$ cat config.mk
export PLATFORM = sky130hd
export DESIGN_NAME = pic_init_sequencer_flat
export DESIGN_NICKNAME = d
export VERILOG_FILES = /design/src/rtl/pic_init_sequencer_if.sv /design/src/rtl/pic_init_sequencer.sv /design/src/flat_wrapper.sv
export SDC_FILE = /design/constraint.sdc
export NUM_CORES = 1
export LEC_CHECK = 0
export ABC_AREA = 1
export CORE_MARGIN = 2
export CORE_UTILIZATION = 50
export CTS_BUF_LIST = sky130_fd_sc_hd__clkbuf_16
export DETAILED_ROUTE_END_ITERATION = 16
export HOLD_SLACK_MARGIN = 0.15
export PLACE_DENSITY = 0.83
export SYNTH_ARGS = -nofsm -noshare
export SYNTH_HDL_FRONTEND = slang
export SYNTH_SLANG_ARGS = --single-unit
$ cat constraint.sdc
create_clock -name clock -period 2.5 [get_ports clock]
set_clock_uncertainty 0.05 [all_clocks]
set_input_delay 0.5 -clock clock [delete_from_list [all_inputs] [get_ports clock]]
set_output_delay 0.5 -clock clock [all_outputs]
set_load 0.02 [all_outputs]
$ cat src/rtl/pic_init_sequencer_if.sv
// Chip-side CPU bus of an 8259A-compatible controller: the init sequencer drives it as
// master, the controller's ICW/OCW register decode samples it as slave.
interface pic_init_sequencer_if;
  logic       chip_select_n;
  logic       write_enable_n;
  logic       address;
  logic [7:0] data_out;
  logic       data_out_enable;

  modport master (
    output chip_select_n,
    output write_enable_n,
    output address,
    output data_out,
    output data_out_enable
  );

  modport slave (
    input chip_select_n,
    input write_enable_n,
    input address,
    input data_out,
    input data_out_enable
  );
endinterface

$ cat src/rtl/pic_init_sequencer.sv
// Writes ICW1..ICW4 (optionally OCW1 under OCW1_MASK_EN) to an 8259A; 2+W+R clocks per write.
// No backpressure: start is taken only when idle, busy/done report progress and completion.
module pic_init_sequencer #(
  parameter int WR_PULSE_CYCLES = 2,
  parameter int RECOVERY_CYCLES = 4
) (
  input  logic                        clock,
  input  logic                        reset,
  input  logic                        start,
  input  logic                        level_trigger,
  input  logic                        call_interval_4,
  input  logic                        single_mode,
  input  logic                        icw4_needed,
  input  logic [7:0]                  vector_base,
  input  logic [7:0]                  cascade_config,
  input  logic [4:0]                  icw4_bits,
  input  logic [7:0]                  initial_mask,
  output logic                        busy,
  output logic                        done,
  pic_init_sequencer_if.master        bus
);

  localparam int MAX_CYC = (WR_PULSE_CYCLES > RECOVERY_CYCLES) ? WR_PULSE_CYCLES : RECOVERY_CYCLES;
  localparam int CNT_W   = $clog2(MAX_CYC + 1);

  typedef enum logic [2:0] {
    S_IDLE, S_SETUP, S_STROBE, S_HOLD, S_RECOVER, S_DONE
  } state_t;

  typedef enum logic [2:0] {
    W_ICW1, W_ICW2, W_ICW3, W_ICW4, W_OCW1, W_NONE
  } word_t;

  state_t           state;
  word_t            word;
  logic [CNT_W-1:0] cnt;

  logic             cfg_single;
  logic             cfg_ic4;
  logic [7:0]       cfg_vector;
  logic [7:0]       cfg_cascade;
  logic [4:0]       cfg_icw4;
`ifdef OCW1_MASK_EN
  logic [7:0]       cfg_mask;
`else
  logic             unused_mask;
  assign unused_mask = ^initial_mask;
`endif

  word_t            fin_word;
  word_t            nxt_word;
  logic [7:0]       nxt_data;

  // "Finish" is either the optional mask write or the end of the sequence.
`ifdef OCW1_MASK_EN
  assign fin_word = (word == W_OCW1) ? W_NONE : W_OCW1;
`else
  assign fin_word = W_NONE;
`endif

  always_comb begin
    nxt_word = W_NONE;
    nxt_data = 8'h00;
    case (word)
      W_ICW1:  nxt_word = W_ICW2;
      W_ICW2:  nxt_word = !cfg_single ? W_ICW3 : (cfg_ic4 ? W_ICW4 : fin_word);
      W_ICW3:  nxt_word = cfg_ic4 ? W_ICW4 : fin_word;
      W_ICW4:  nxt_word = fin_word;
      W_OCW1:  nxt_word = fin_word;
      default: nxt_word = W_NONE;
    endcase
    case (nxt_word)
      W_ICW2:  nxt_data = cfg_vector;
      W_ICW3:  nxt_data = cfg_cascade;
      W_ICW4:  nxt_data = {3'b000, cfg_icw4};
`ifdef OCW1_MASK_EN
      W_OCW1:  nxt_data = cfg_mask;
`endif
      default: nxt_data = 8'h00;
    endcase
  end

  always_ff @(posedge clock or posedge reset) begin
    if (reset) begin
      state               <= S_IDLE;
      word                <= W_ICW1;
      cnt                 <= '0;
      busy                <= 1'b0;
      done                <= 1'b0;
      cfg_single          <= 1'b0;
      cfg_ic4             <= 1'b0;
      cfg_vector          <= 8'h00;
      cfg_cascade         <= 8'h00;
      cfg_icw4            <= 5'h00;
`ifdef OCW1_MASK_EN
      cfg_mask            <= 8'h00;
`endif
      bus.chip_select_n   <= 1'b1;
      bus.write_enable_n  <= 1'b1;
      bus.address         <= 1'b0;
      bus.data_out        <= 8'h00;
      bus.data_out_enable <= 1'b0;
    end else begin
      case (state)
        S_IDLE: begin
          done <= 1'b0;
          if (start) begin
            cfg_single          <= single_mode;
            cfg_ic4             <= icw4_needed;
            cfg_vector          <= vector_base;
            cfg_cascade         <= cascade_config;
            cfg_icw4            <= icw4_bits;
`ifdef OCW1_MASK_EN
            cfg_mask            <= initial_mask;
`endif
            word                <= W_ICW1;
            state               <= S_SETUP;
            cnt                 <= '0;
            busy                <= 1'b1;
            bus.chip_select_n   <= 1'b0;
            bus.data_out_enable <= 1'b1;
            bus.address         <= 1'b0;
            // ICW1 is built straight from the inputs so it is valid in the first SETUP cycle.
            bus.data_out        <= {3'b000, 1'b1, level_trigger, call_interval_4,
                                    single_mode, icw4_needed};
          end
        end
        S_SETUP: begin
          state              <= S_STROBE;
          bus.write_enable_n <= 1'b0;
          cnt                <= CNT_W'(WR_PULSE_CYCLES - 1);
        end
        S_STROBE: begin
          if (cnt == '0) begin
            state              <= S_HOLD;
            bus.write_enable_n <= 1'b1;
            cnt                <= '0;
          end else begin
            cnt <= cnt - 1'b1;
          end
        end
        S_HOLD: begin
          state               <= S_RECOVER;
          bus.chip_select_n   <= 1'b1;
          bus.data_out_enable <= 1'b0;
          bus.address         <= 1'b0;
          bus.data_out        <= 8'h00;
          cnt                 <= CNT_W'(RECOVERY_CYCLES - 1);
        end
        S_RECOVER: begin
          if (cnt != '0) begin
            cnt <= cnt - 1'b1;
          end else if (nxt_word == W_NONE) begin
            state <= S_DONE;
            busy  <= 1'b0;
            done  <= 1'b1;
            cnt   <= '0;
          end else begin
            word                <= nxt_word;
            state               <= S_SETUP;
            cnt                 <= '0;
            bus.chip_select_n   <= 1'b0;
            bus.data_out_enable <= 1'b1;
            bus.address         <= 1'b1;
            bus.data_out        <= nxt_data;
          end
        end
        S_DONE: begin
          state <= S_IDLE;
          done  <= 1'b0;
          cnt   <= '0;
        end
        default: state <= S_IDLE;
      endcase
    end
  end

endmodule

$ cat src/flat_wrapper.sv
// flat-port wrapper written by rule: the top's interface ports become plain ports
module pic_init_sequencer_flat 
#(
  parameter int WR_PULSE_CYCLES = 2,
  parameter int RECOVERY_CYCLES = 4
)
  (clock, reset, start, level_trigger, call_interval_4, single_mode, icw4_needed, vector_base, cascade_config, icw4_bits, initial_mask, busy, done, bus_chip_select_n, bus_write_enable_n, bus_address, bus_data_out, bus_data_out_enable);
  pic_init_sequencer_if bus_i ();
  input  logic clock;
  input  logic reset;
  input  logic start;
  input  logic level_trigger;
  input  logic call_interval_4;
  input  logic single_mode;
  input  logic icw4_needed;
  input  logic [7:0] vector_base;
  input  logic [7:0] cascade_config;
  input  logic [4:0] icw4_bits;
  input  logic [7:0] initial_mask;
  output logic busy;
  output logic done;
  output wire logic [$bits(bus_i.chip_select_n)-1:0] bus_chip_select_n;
  output wire logic [$bits(bus_i.write_enable_n)-1:0] bus_write_enable_n;
  output wire logic [$bits(bus_i.address)-1:0] bus_address;
  output wire logic [$bits(bus_i.data_out)-1:0] bus_data_out;
  output wire logic [$bits(bus_i.data_out_enable)-1:0] bus_data_out_enable;
  assign bus_chip_select_n = bus_i.chip_select_n;
  assign bus_write_enable_n = bus_i.write_enable_n;
  assign bus_address = bus_i.address;
  assign bus_data_out = bus_i.data_out;
  assign bus_data_out_enable = bus_i.data_out_enable;
  pic_init_sequencer #(.WR_PULSE_CYCLES(WR_PULSE_CYCLES), .RECOVERY_CYCLES(RECOVERY_CYCLES)) u_core (.clock(clock), .reset(reset), .start(start), .level_trigger(level_trigger), .call_interval_4(call_interval_4), .single_mode(single_mode), .icw4_needed(icw4_needed), .vector_base(vector_base), .cascade_config(cascade_config), .icw4_bits(icw4_bits), .initial_mask(initial_mask), .busy(busy), .done(done), .bus(bus_i));
endmodule
---- Yosys cells after proc, flatten, opt, wreduce, memory -nomap -nowiden ----
Index checks and enable logic that the tools add are counted.
cells by class
  reduce and logical (&&, ||, !) cells .... 18
  multiplexer cells ....................... 37
  eq/ne operators ......................... 16
  add/subtract/negate cells ............... 1
operators by type and width
  cell                   count
  $pmux W8 S3            2
  $mux W3                11
  $mux W8                3
  $pmux W3 S6            1
  $eq A3 B2 Y1 const B   5
  $pmux W3 S5            1
  $reduce_and A4 Y1      3
  $mux W1                11
  $eq A3 B1 Y1 const B   3
  $eq A3 B3 Y1 const B   3
  $logic_not A3 Y1       3
  $pmux W1 S3            3
  $pmux W3 S3            1
  $ne A2 B2 Y1 const B   3
  $pmux W1 S2            3
  $pmux W3 S2            1
  $reduce_and A2 Y1      3
  $reduce_and A3 Y1      2
  $reduce_bool A2 Y1     3
  $reduce_bool A3 Y1     2
  $reduce_bool A6 Y1     1
  $ne A2 B1 Y1 const B   2
  $sub A3 B1 Y3 const B  1
  $reduce_or A2 Y1       1
word-level totals
  input bits .............................. 36
  logic and storage cells ................. 87
  flip-flop bits (word level) ............. 46

---- Depth between registers and ports, before layout ----
Gate-level depths: netlist of the first run.
  word-level depth ........................ 8
  mapped depth ............................ 11
  depth with buffers taken out ............ 11

---- Least setup slack after synthesis of the first run ----
No wires, ideal clock.
  path type ............................... reg2reg
  from .................................... reg u_core.cnt[1]
  to ...................................... reg u_core.bus.data_out[3]
  clock period less this slack ............ 1486 ps
  setup time .............................. 119 ps
  stages on the path, launching flop included .. 11
  slack ................................... 1014 ps
  arrival ................................. 1317 ps
  data required time ...................... 2331 ps
  path through ............................ dfrtp_1 -> nor2_1 -> ha_1 -> inv_1 -> nand2_2 -> nand2_2 -> inv_2 -> nand3_2 -> buf_6 -> nor2_2 -> a21oi_2
between the ends
  word-level cells in the longest chain between the ends .. 3
RTL lines
  what                                line                         text
  start, declared                     pic_init_sequencer.sv:36     logic [CNT_W-1:0] cnt;
  start signal, assigned              pic_init_sequencer.sv:131    cnt <= CNT_W'(WR_PULSE_CYCLES - 1);
  start signal, assigned              pic_init_sequencer.sv:139    cnt <= cnt - 1'b1;
  start signal, assigned              pic_init_sequencer.sv:148    cnt <= CNT_W'(RECOVERY_CYCLES - 1);
  $reduce_bool A3 Y1                  pic_init_sequencer.sv:151    if (cnt != '0) begin
  $ne A2 B2 Y1 (no source line)       --
  $reduce_and A4 Y1 (no source line)  --
  end signal, assigned                pic_init_sequencer.sv:124    bus.data_out <= {3'b000, 1'b1, level_trigger, call_interval_4,
  end signal, assigned                pic_init_sequencer.sv:165    bus.data_out <= nxt_data;
  end, declared                       pic_init_sequencer_if.sv:14  output data_out,
Every way passes these cells.
A chain may end at the register's enable or synchronous reset.

---- Worst setup path after layout of the first run ----
  from .................................... reg u_core.bus.chip_select_n
  to ...................................... out bus_chip_select_n
RTL lines
  what                    line                         text
  start, declared         pic_init_sequencer_if.sv:11  output chip_select_n,
  start signal, assigned  pic_init_sequencer.sv:98     bus.chip_select_n <= 1'b1;
  start signal, assigned  pic_init_sequencer.sv:120    bus.chip_select_n <= 1'b0;
  start signal, assigned  pic_init_sequencer.sv:144    bus.chip_select_n <= 1'b1;
  end, declared           flat_wrapper.sv:22           output wire logic [$bits(bus_i.chip_select_n)-1:0] bus_chip_select_n;
No word-level cell between the ends.

==> results of run 1 <==
## metal layers
layer	part of all wire	global-route usage	routed length (um)	up-vias
li1	-	-	-	930
met1	0.44	0.270	2050	849
met2	0.49	0.345	2260	56
met3	0.051	0.0505	234	4
met4	0.013	0.0897	61	0
met5	0	0	0	-
## report_power, final
group / leakage, uW / switching (uW) / total, uW / internal (uW)
Sequential: 0.000575 / 171 / 1230 / 1060
Combinational: 0.000817 / 819 / 1320 / 497
Clock: 0.0000760 / 285 / 756 / 471
Total: 0.00147 / 1280 / 3300 / 2020
## final cells by class
class	instances	area [um2]	area share
inverters	38	143	0.0505
flip-flops and latches	46	1150	0.408
well taps	52	65.1	0.0230
multi-input cells	187	856	0.303
clock inverters	3	45.0	0.0159
clock buffers	5	125	0.0443
repair buffers	43	438	0.155
## metrics by stage
step                hold slack [ps]  power, uW  area [um2]  utilization  setup WS, ps
finish                          414       3300        2830        0.663           543
global route                    431       3530        2830        0.663           413
CTS                             415       3310        2830        0.663           536
floorplan                       392       2130        2180            -           866
detailed placement              406       2540        2660        0.623           426
global placement                400       2480        2660        0.623           443
## path summary, 6_finish.rpt
kind | to | slack [ps] | cells after the start
setup / recovery | bus_chip_select_n | 540 | 1
hold / removal | u_core.bus.chip_select_n$_DFFE_PP1P_ | 410 | 2
setup reg to reg | u_core.word[1]$_DFFE_PP0P_ | 570 | 11
hold reg to reg | u_core.bus.chip_select_n$_DFFE_PP1P_ | 410 | 2
max in group asynchronous | u_core.bus.chip_select_n$_DFFE_PP1P_ | 1360 | 3
min in group asynchronous | u_core.cfg_icw4[3]$_DFFE_PP0P_ | 460 | 2
## logic make-up after synthesis
kind of cell / after synthesis / share of synthesized area
flops: 46 / 0.530
compound gates: 25 / 0.0649
fa+ha+maj: 2 / 0.0115
buf+inv: 42 / 0.0775
simple gates: 160 / 0.316
## state kept, by name, summed over array words and instances (netlist names)
signal,flops
u_core.bus.address,1
u_core.bus.chip_select_n,1
u_core.bus.data_out,8
u_core.bus.data_out_enable,1
u_core.bus.write_enable_n,1
u_core.busy,1
u_core.cfg_cascade,8
u_core.cfg_ic4,1
u_core.cfg_icw4,5
u_core.cfg_single,1
u_core.cfg_vector,8
u_core.cnt,3
u_core.done,1
u_core.state,3
u_core.word,3
## placed cells by master, fill, tap and decap left out, drive strengths merged, types with 2 or more instances in the layout
master	instances
a21oi	8
a22o	2
buf	2
clkbuf	5
clkdlybuf4s50	41
clkinvlp	2
dfrtp	44
dfstp	2
ha	2
inv	37
nand2	123
nand3	17
nor2	18
o21ai	12
o22ai	2
==> reports/qor.csv, run 1 <==
stage;metric;value;unit
cells_and_area;Layout Cells excl Fill;374;
detailed_routing;Vias;1839;
clock_network;PostCTS Resize Cnt;0;
cells_and_area;Final #Nets;359;
worst_setup_path;CP max stage cell;clkdlybuf4s50_1;
timing;Setup TNS;0;ps
clock_network;Root Driver;clkbuf_16;
synth;mapped cell area;2180;um2
worst_setup_path;CP Launch Type;flip-flop;
clock_network;Clk Latency, worst-skew pair;290;ps
placement;placer congestion estimate;0.834;
synth;top cells by count, synth;nand2_1, dfrtp_1, inv_1;
clock_network;setup bufs post-CTS;0;
detailed_routing;Residual DRC;0;
global_routing;largest net degree at the start of global routing;33;
pwr;maximum vdd drop;516;uV
synth;Post-synth EDFFs;0;
worst_setup_path;Crit path max-delay family;buffers and inverters;
floorplan;die area;4900;um2
synth;yosys warns;0;
clock_network;TritonCTS Buffers;5;
clock_network;cts hold-fix bufs;0;
timing;RSZ-0062 raised after global routing;no;
clock_network;CTS clk-pin slew, worst paths;60;ps
detailed_routing;post-DR wirelength/cell;12.3;um
worst_setup_path;CP Data Required Time;1950;ps
detailed_routing;WL final;4.61;mm
detailed_routing;vias per cell;4.92;
cells_and_area;P&R area growth vs syn;29.7;%
timing;fmax;511;MHz
synth;Mean Syn Cell Area;7.92;um2
timing;Max-Slew Margin vs Limit;0.595;
cells_and_area;Filler cells;358;
clock_network;clk buf depth;2;
synth;top cells by area, synth;dfrtp_1, nand2_1, inv_1;
synth;Syn Nets;313;
min_path;min-delay worst type;flip-flop to flip-flop;
timing;crit share post-route;0.783;
pwr;P per Cell Area;1170;nW/um2
worst_setup_path;crit-path max FO;2;
floorplan;Horiz. Die Dim;70.0;um
global_routing;total congestion overflow;0;
timing;final hold vios;0;
worst_setup_path;FF-to-FF Start;u_core.cnt[1]$_DFFE_PP0P_;
worst_setup_path;CP endpoint kind;output pin;
detailed_routing;drt first-iter violations;137;
detailed_routing;Initial DRT Pass Iterations;4;
worst_setup_path;Critical path origin;u_core.bus.chip_select_n$_DFFE_PP1P_;
placement;DPL Wire Length;3.33;mm
floorplan;Die Height;70.0;um
global_routing;GRT Total Usage;0.211;
worst_setup_path;CP cell instances;clkdlybuf4s50_1;
synth;register bit total from synthesis;46;
synth;top-area cell type share of the netlist area;0.505;
global_routing;vias in the first global route;1817;
clock_network;Num Clock Sinks;46;
global_routing;antenna violations before repair;0;
cells_and_area;layout cells sized above 1;0.0839;
pwr;Leakage Power;0.00147;uW
cells_and_area;ant diodes;0;
worst_setup_path;slowest cell delay on critical path;590;ps
placement;Placed Instances;366;
job;max-cap violation count;0;
synth;count leader, synth;nand2_1;
timing;Max Slew Vio Count;0;
synth;Post-Synthesis Cells;275;
detailed_routing;Post-DRT Antenna Nets;0;
worst_setup_path;critical path class;flip-flop to output pin;
timing;min Tclk post-route;1960;ps
synth;asr flop ratio synth;1.00;
synth;post-synthesis cell type count;24;
floorplan;core area;4260;um2
floorplan;row count;24;
worst_setup_path;worst path bufs/invs;1;
placement;port bufs;41;
timing;final setup fails;0;
global_routing;first-pass GRT wire length;8.09;mm
synth;Synth area leader;dfrtp_1;
clock_network;H-tree Lvls;2;
timing;Worst-Margin Slew;604;ps
min_path;hold path start;u_core.bus.chip_select_n$_DFFE_PP1P_;
status;status;finished, final reports clean;
synth;top_reg_cell synth;dfrtp_1;
clock_network;CTS tree;built;
worst_setup_path;worst path arrival time;1410;ps
floorplan;initial core utilization;0.511;
synth;Seq/Total Area, Yosys;0.530;
floorplan;I/O pin total;50;
(Power assumes the default switching activity.)
==> inputs of run 2 (changes only) <==
clock period = 2.03 ns   (was 2.5 ns; I/O delays follow)
==> reports/qor.csv, run 2 (synthesis gave the netlist of run 1 again) <==
stage;metric;value;unit
status;status;finished, final reports clean;
cells_and_area;Final #Nets;363;
floorplan;die area;4900;um2
worst_setup_path;worst path arrival time;1420;ps
floorplan;core area;4260;um2
timing;crit share post-route;0.924;
pwr;switching part of the total power;0.388;
detailed_routing;drt first-iter violations;109;
pwr;Clk pwr share;0.201;
worst_setup_path;slowest cell delay on critical path;590;ps
worst_setup_path;CP Data Required Time;1570;ps
worst_setup_path;Reg-to-Reg End;u_core.bus.data_out[4]$_DFFE_PP0P_;
worst_setup_path;worst path bufs/invs;1;
worst_setup_path;Crit path max-delay family;buffers and inverters;
clock_network;Num Clock Sinks;46;
floorplan;initial core utilization;0.511;
detailed_routing;Residual DRC;0;
cells_and_area;commonest non-fill, non-tap cell in the layout;nand2_1;
pwr;combinational share of power;0.416;
cells_and_area;P&R area growth vs syn;29.8;%
worst_setup_path;critical path class;flip-flop to output pin;
floorplan;row count;24;
global_routing;antenna violations before repair;0;
global_routing;GRT Total Usage;0.199;
clock_network;H-tree Lvls;2;
clock_network;CTS tree;built;
worst_setup_path;CP max stage cell;clkdlybuf4s50_1;
pwr;internal power;2400;uW
cells_and_area;Top Registers;u_core.bus.data_out: 8 flops, u_core.cfg_cascade: 8 flops, u_core.cfg_vector: 8 flops;
placement;worst slack, placed;185;ps
timing;final worst setup slack;155;ps
cells_and_area;Design Area, Final;2830;um2
global_routing;largest net degree at the start of global routing;24;
clock_network;PostCTS Resize Cnt;0;
clock_network;Clk Latency, worst-skew pair;290;ps
pwr;Psw;1520;uW
detailed_routing;Post-DRT Antenna Nets;0;
clock_network;clk buf depth;2;
cells_and_area;ant diodes;0;
detailed_routing;Vias;1797;
pwr;Sequential Power Share;0.384;
timing;Setup TNS;0;ps
job;max-cap violation count;0;
floorplan;Die Height;70.0;um
placement;DPL Wire Length;3.38;mm
timing;fmax;533;MHz
timing;final setup fails;0;
detailed_routing;vias per cell;4.75;
worst_setup_path;Worst Reg-to-Reg Cells;11;
worst_setup_path;CP Launch Type;flip-flop;
detailed_routing;WL final;4.41;mm
placement;port bufs;41;
timing;final hold vios;0;
global_routing;total congestion overflow;0;
timing;Max Slew Vio Count;0;
worst_setup_path;CP cell instances;clkdlybuf4s50_1;
clock_network;CTS clk-pin slew, worst paths;60;ps
min_path;min-delay worst type;input port to async pin;
placement;Placed Area;2690;um2
cells_and_area;layout cells sized above 1;0.0920;
clock_network;TritonCTS Buffers;5;
worst_setup_path;CP endpoint kind;output pin;
clock_network;setup bufs post-CTS;0;
placement;placer congestion estimate;0.845;
worst_setup_path;FF-to-FF Start;u_core.cnt[1]$_DFFE_PP0P_;
timing;RSZ-0062 raised after global routing;no;
cells_and_area;Layout Cells excl Fill;378;
worst_setup_path;crit-path max FO;2;
pwr;maximum vdd drop;661;uV
floorplan;I/O pin total;50;
worst_setup_path;r2r setup slk;250;ps
timing;Max-Slew Margin vs Limit;0.616;
pwr;Leakage Power;0.00149;uW
global_routing;vias in the first global route;1701;
pwr;P per Cell Area;1390;nW/um2
clock_network;cts hold-fix bufs;0;
global_routing;first-pass GRT wire length;7.65;mm
placement;Placed Instances;370;
timing;min Tclk post-route;1880;ps
pwr;total power;3930;uW
cells_and_area;most frequent cells in the layout;nand2_1, dfrtp_1, clkdlybuf4s50_1, inv_1, nand3_1;
clock_network;Root Driver;clkbuf_16;
floorplan;Horiz. Die Dim;70.0;um
detailed_routing;Initial DRT Pass Iterations;4;
timing;Worst-Margin Slew;573;ps
detailed_routing;post-DR wirelength/cell;11.7;um
worst_setup_path;Stages on worst setup path;1;
cells_and_area;Filler cells;353;
[run 2: cell count changes in the layout (fill, tap and decap cells not counted)]
| cell | change |
|---|---|
| clkinv_4 | +1 |
| clkinvlp_4 | -2 |
| clkinv_2 | +1 |
| buf_4 | +4 |
| inv_1 | +1 |
| bufinv_16 | -1 |
[run 2: worst max path at each step]
stage	slack [ps]	endpoint	start
2_1_floorplan	490	u_core.bus.address$_DFFE_PP0P_	reset
3_3_place_gp	190	u_core.bus.data_out[4]$_DFFE_PP0P_	start
3_5_place_dp	180	u_core.bus.data_out[3]$_DFFE_PP0P_	start
4_1_cts	150	bus_chip_select_n	u_core.bus.chip_select_n$_DFFE_PP1P_
5_1_grt	80	u_core.bus.data_out[2]$_DFFE_PP0P_	u_core.cnt[1]$_DFFE_PP0P_
6_report	150	bus_chip_select_n	u_core.bus.chip_select_n$_DFFE_PP1P_
[run 2: power groups by stage]
stage	Combinational, uW	Clock, uW	Sequential [uW]
after CTS	1640	796	1510
after global placement	1590	0	1500
final	1630	787	1510
after floorplan	1020	0	1600
after global routing	1840	833	1550
after detailed placement	1630	0	1520
[run 2: routing by layer]
layer / GRT usage / up-vias / routed length [um]
li1: - / 945 / -
met1: 0.267 / 800 / 2040
met2: 0.319 / 46 / 2100
met3: 0.0491 / 6 / 210
met4: 0.0641 / 0 / 59
met5: 0 / - / 0
[run 2: through the flow]
step / hold slack, ps / util
after floorplan: 392 / -
after global placement: 399 / 0.630
after detailed placement: 411 / 0.630
after CTS: 372 / 0.663
after global routing: 394 / 0.663
final: 359 / 0.663
[run 2: area by class of cell]
type / count / area (um2) / area share
Multi-Input combinational cell: 187 / 856 / 0.303
Tap cell: 52 / 65.1 / 0.0230
Sequential cell: 46 / 1150 / 0.408
Clock inverter: 3 / 17.5 / 0.00619
Inverter: 38 / 143 / 0.0504
Timing Repair Buffer: 47 / 468 / 0.165
Clock buffer: 5 / 125 / 0.0442
